## src/rtl/booth_mac_acc.sv

```systemverilog
// Saturating multiply-accumulate: sums LEN signed products behind a valid/ready input,
// then holds the dot-product result on a valid/ready output until it is consumed.
module booth_mac_acc #(
  parameter int N     = 8,
  parameter int ACC_W = 24,
  parameter int LEN   = 4
) (
  input  logic                         clk,
  input  logic                         rst_n,
  input  logic                         prod_valid,
  output logic                         prod_ready,
  input  logic signed [2*N-1:0]        prod_in,
  input  logic                         clear,
  output logic                         acc_valid,
  input  logic                         acc_ready,
  output logic signed [ACC_W-1:0]      acc_out,
  output logic                         acc_sat,
  output logic [$clog2(LEN+1)-1:0]     term_cnt
);

  localparam int CNT_W = $clog2(LEN+1);
  localparam logic [CNT_W-1:0]         LEN_C   = CNT_W'(LEN);
  localparam logic signed [ACC_W-1:0]  ACC_MAX = {1'b0, {(ACC_W-1){1'b1}}};
  localparam logic signed [ACC_W-1:0]  ACC_MIN = {1'b1, {(ACC_W-1){1'b0}}};

  typedef enum logic {ACCUM, HOLD} state_t;

  state_t                   state_q, state_d;
  logic signed [ACC_W-1:0]  acc_q, acc_d;
  logic                     sat_q, sat_d;
  logic [CNT_W-1:0]         cnt_q, cnt_d;
  logic                     live_q, live_d;

  logic                     accept;
  logic signed [ACC_W:0]    prod_ext;
  logic signed [ACC_W:0]    sum;

  always_comb begin
    live_d     = 1'b1;
    state_d    = state_q;
    acc_d      = acc_q;
    sat_d      = sat_q;
    cnt_d      = cnt_q;

    // live_q keeps prod_ready low until the first edge after reset release
    prod_ready = live_q && (state_q == ACCUM);
    acc_valid  = (state_q == HOLD);
    accept     = prod_valid && prod_ready;

    prod_ext   = {{(ACC_W+1-2*N){prod_in[2*N-1]}}, prod_in};
    sum        = {acc_q[ACC_W-1], acc_q} + prod_ext;

    if (clear) begin
      state_d = ACCUM;
      acc_d   = '0;
      sat_d   = 1'b0;
      cnt_d   = '0;
    end else if (state_q == HOLD) begin
      if (acc_ready) begin
        state_d = ACCUM;
        acc_d   = '0;
        sat_d   = 1'b0;
        cnt_d   = '0;
      end
    end else if (accept) begin
      cnt_d = cnt_q + 1'b1;
      // the two top bits of the widened sum disagree only on signed overflow
      if (sum[ACC_W] != sum[ACC_W-1]) begin
        acc_d = sum[ACC_W] ? ACC_MIN : ACC_MAX;
        sat_d = 1'b1;
      end else begin
        acc_d = sum[ACC_W-1:0];
      end
      if (cnt_d == LEN_C) begin
        state_d = HOLD;
      end
    end
  end

  always_ff @(posedge clk or negedge rst_n) begin
    if (!rst_n) begin
      state_q <= ACCUM;
      acc_q   <= '0;
      sat_q   <= 1'b0;
      cnt_q   <= '0;
      live_q  <= 1'b0;
    end else begin
      state_q <= state_d;
      acc_q   <= acc_d;
      sat_q   <= sat_d;
      cnt_q   <= cnt_d;
      live_q  <= live_d;
    end
  end

  assign acc_out  = acc_q;
  assign acc_sat  = sat_q;
  assign term_cnt = cnt_q;

endmodule

```

## config.mk

```make
export PLATFORM = sky130hd
export DESIGN_NAME = booth_mac_acc
export DESIGN_NICKNAME = d
export VERILOG_FILES = /design/src/rtl/booth_mac_acc.sv
export SDC_FILE = /design/constraint.sdc
export NUM_CORES = 1
export LEC_CHECK = 0
export BUFFER_PORTS_ARGS = -buffer_cell sky130_fd_sc_hd__buf_2
export CORE_UTILIZATION = 41
export CTS_BUF_LIST = sky130_fd_sc_hd__clkbuf_4 sky130_fd_sc_hd__clkbuf_8
export CTS_CLUSTER_DIAMETER = 120
export DETAILED_ROUTE_END_ITERATION = 12
export PLACE_DENSITY = 0.71
export SLEW_MARGIN = 10
export SYNTH_ARGS = -nofsm -noshare
export SYNTH_HDL_FRONTEND = slang
export SYNTH_SLANG_ARGS = --single-unit
```

## constraint.sdc

```tcl
create_clock -name clk -period 2.7 [get_ports clk]
set_input_delay 0.81 -clock clk [delete_from_list [all_inputs] [get_ports clk]]
set_output_delay 0.81 -clock clk [all_outputs]
set_load 0.01 [all_outputs]
```

; Yosys cells after proc, flatten, opt, wreduce, memory -nomap -nowiden
; Cells that the tools add are included.
[totals]
wordCells = 37
out_inout_bits = 30
in_bits = 21
register_bits = 30
[op_classes]
n_mux = 20
n_addsub = 2
n_bitwise = 1
eq_ne = 3
reduce_logical = 6
[op_table]
columns = op, count
row1 = $mux W24, 6
row2 = $add A24 B16 Y25, 1
row3 = $mux W3, 4
row4 = $mux W1, 10
row5 = $reduce_bool A3 Y1, 2
row6 = $add A3 B1 Y3 const B, 1
row7 = $eq A3 B3 Y1 const B, 1
row8 = $ne A3 B3 Y1 const B, 1
row9 = $reduce_and A3 Y1, 1
row10 = $logic_and A1 B1 Y1, 2
row11 = $reduce_and A2 Y1, 1
row12 = $ne A1 B1 Y1, 1
row13 = $not A1 Y1, 1

; Depth between registers and ports, before layout
[logic_depth]
depth_word = 6
ltp_mapped = 12
depth_no_buf = 11

; Least setup slack after synthesis
; No wires, ideal clock.
[synth_timing]
path_kind = input port to flip-flop
from = in prod_in[0]
to = reg acc_q[22] (netlist: acc_out[22])
stages = 12
arrival_time_ps = 3077
setup_slack_ps = -498
required_ps = 2579
cell_sequence = ha_1 > fa_1 > a211oi_2 > o211ai_1 > nand2_1 > a21oi_1 > o31ai_1 > a31oi_1 > xnor2_2 > buf_4 > nand4_1 > a22o_1
[synth_via]
elab_chain_len = 6
[synth_rtl]
columns = element, line_no
row1 = from (decl), 12  ; input logic signed [2*N-1:0] prod_in,
row2 = $add A24 B16 Y25 (*), 51  ; sum = {acc_q[ACC_W-1], acc_q} + prod_ext;
row3 = $mux W24 / $ne A1 B1 Y1 (equally long branches), "69, 68"
row4 = $mux W24 (*), 68  ; if (sum[ACC_W] != sum[ACC_W-1]) begin
row5 = $mux W24 (*), 65  ; end else if (accept) begin
row6 = $mux W24 (*), 58  ; end else if (state_q == HOLD) begin
row7 = $mux W24 (*), 53  ; if (clear) begin
row8 = to (signal assigned), 83  ; acc_q <= '0;
row9 = to (signal assigned), 89  ; acc_q <= acc_d;
row10 = to (decl), 29  ; logic signed [ACC_W-1:0] acc_q, acc_d;
; Mark *: on every way between the ends. The rest lies on a longest branch, timed or not. The select of a mux whose other input is x is not followed.
; A chain may end at the register's enable or synchronous reset.

; Worst setup path after layout
[layout_timing]
from = in prod_in[0]
to = reg acc_q[6] (netlist: acc_out[6])
; Same word-level chain as after synthesis.

==> flow_summary.toml <==
[pwr]
p_sw_mw = 0.741
sequentialPowerShare_pct = 27.1
power_frac_comb_pct = 54.9
p_int_mw = 1.19
p_total_mw = 1.93
ir_drop_mv = 0.241
clock_power_share_pct = 18.0
leakage_nw = 1.99
pwr_density_cell_nw_per_um2 = 496
swShare_pct = 38.3

[status]
outcome = "finished with violations"
violations = "setup timing"

[hold_path]
min_from = "acc_sat"
hp-class = "reg -> reg"

[job]
drv_cap = 0

[sta]
fin_setup_tns_ns = -10.93
period_share_pct = 117
setup_slack_ns = -0.456
slew_headroom_pct = 51.3
hold_slack_ns = 0.496
clock_skew_ns = 0.00527
worst_pin_slew_ns = 0.730
drv_slew = 0
min_period_ns = 3.16
fmaxAchievable_mhz = 317
final_hold_viol_count = 0
setup_viol = 25
rsz0062_at_grt = "true"

[finish]
synthToLayoutAreaGrowth_pct = 57.1
layout_commonest_cell = "buf_4"
finalNetCount = 476
drive_above_1_share_pct = 48.4
fin_util_pct = 68.8
final_area_um2 = 3900
layout_common_cells = "92 x buf_4, 49 x buf_2, 30 x dfrtp_1, 25 x a22o_1, 25 x ha_1"
diodes = 0
fin_cells = 500

[route]
finalWirelength_mm = 8.57
drtPass1Iterations = 4
vias_per_cell = 5.71
wl_per_cell_um = 17.1
drc = 0
ant_nets = 0
first_iter_violations = 203
vias = 2854

[floorplan]
initial_utilization_pct = 43.8
die_area_um2 = 6380
rows = 27
die_h_um = 79.9
io_pins = 51
core_area_um2 = 5680
die-width_um = 79.9

[setup_path]
crit_type = "in -> reg"
critPathCaptureType = "register"
startpoint = "prod_in[0]"
cp_max_fo = 6
cp.arrival_ns = 3.33
ff2ff_setup_slack_ns = -0.29
cp.required_ns = 2.88
startpoint_type = "primary input"
reg2reg_from = "acc_out[0]"

[grt]
grt-busiest-layer = "met2"
grtUsageMet3_pct = 5.49
use_met2_pct = 46.0
overflow = 0
track_usage_pct = 26.9
grt_pass1_vias = 2838
antenna_found_initial = 0
grtUsageMet1_pct = 33.1
grt_max_degree = 31
grt_pass1_wl_mm = 13.2

[logic_synthesis]
synthDistinctLibCells = 48
syn_inst = 275
synthesis.nets = 323
synth.avg_cell_area_um2 = 9.04
synthFlopType = "dfrtp_1"
ys_seq_elements = 30
synth_warnings = 0
seq_area_frac_synth_pct = 30.2
ys_async_sr_fraction_pct = 100
syn_area_um2 = 2480
synth_edf_count = 0

[clock_network]
insertion_delay_ns = 0.29
cts-root-buf = "clkbuf_8"
cts_tree = "built"
clk_pin_slew_ns = 0.07
htree_levels = 2
cts.sinks = 30
cts_buffers = 5
cts_buffer_depth = 2

[placed_design]
place_area_um2 = 3460
dpl.cell_count = 477
dp_hpwl_mm = 5.33
dp_slack_ns = -1.05
port_buffers = 50
gp_congestion = 0.910
cell families (layout without fill, tap and decap cells):
logic type | count (synthesis) | count (layout) | share of synthesized area [%]
other cells | 1 | 1 | 0.151
simple gates | 74 | 74 | 14.2
compound gates | 108 | 111 | 31.8
buf+inv | 19 | 169 | 3.78
fa+ha+maj | 27 | 27 | 13.9
flops | 30 | 30 | 30.2
xor+xnor | 16 | 16 | 5.94
layout make-up:
| type | count | area [um^2] |
|---|---|---|
| inverters | 11 | 41.3 |
| well taps | 72 | 90.1 |
| repair buffers | 151 | 1070 |
| fillers | 435 | 1770 |
| flip-flops and latches | 30 | 751 |
| clock inverters | 2 | 10.0 |
| multi-input cells | 229 | 1870 |
| clock buffers | 5 | 68.8 |
cells in the mapped netlist, drive strengths merged, types with 4 or more instances:
cell    count  area share [%]
inv        11             1.7
ha         26              13
o31ai       4             1.8
nand2      28             4.2
nor3        6             1.2
nand3       5             1.0
a211oi      6             2.2
o21ai      19             3.8
a22o       25             8.8
buf         4             1.5
clkbuf      4            0.60
a21oi      26             5.4
xnor2      10             3.8
nand4       5             1.5
nor2       14             2.1
o21a        5             1.5
xor2        6             2.1
dfrtp      30              30
o211ai      4             1.6
nand2b      5             1.3
a31oi       6             2.0
power by group through the flow:
stage / Sequential (mW) / Combinational (mW) / Clock (mW)
after floorplan: 0.550 / 0.459 / 0
after global placement: 0.529 / 0.825 / 0
after detailed placement: 0.530 / 0.847 / 0
after CTS: 0.523 / 0.980 / 0.351
after global routing: 0.528 / 1.15 / 0.377
final: 0.523 / 1.06 / 0.349
worst max-delay path, cell delays in order:
cell,delay [ns]
buf_6,0.10
ha_4,0.15
buf_6,0.11
fa_2,0.36
a211oi_4,0.25
o211ai_1,0.16
nand2_2,0.14
a21oi_4,0.08
o31ai_4,0.27
buf_4,0.18
a21oi_2,0.07
nor2_4,0.12
buf_12,0.14
a31oi_4,0.14
a22o_1,0.25
sequential cells by signal, indices dropped and copies added (netlist names):
name       flops
live_q         1
term_cnt       3
acc_out       24
acc_sat        1
acc_valid      1
metal layers:
layer  share of wire, %  vias up
met5                  0        -
met2                 49       98
met3                5.1       27
met1                 43     1380
li1                   -     1349
met4                3.1        0
timing repair:
| item | in CTS | in global routing |
|---|---|---|
| pin swaps | 25 | 20 |
| endpoints found under the setup margin | 25 | 25 |
| setup buffers | 6 | 6 |
| cloned | 5 | 0 |
| gates resized for setup | 46 | 15 |
| hold buffers | 0 | 0 |
path summary, 6_finish.rpt:
kind | cells after the start | end
worst min-delay path | 1 | acc_sat
worst max-delay path | 15 | acc_out[6]
worst max register to register | 14 | acc_out[6]
worst min register to register | 1 | acc_sat
max in group asynchronous | 1 | acc_out[18]
min in group asynchronous | 1 | acc_out[2]
No activity file was read; power rests on OpenSTA's default activity.
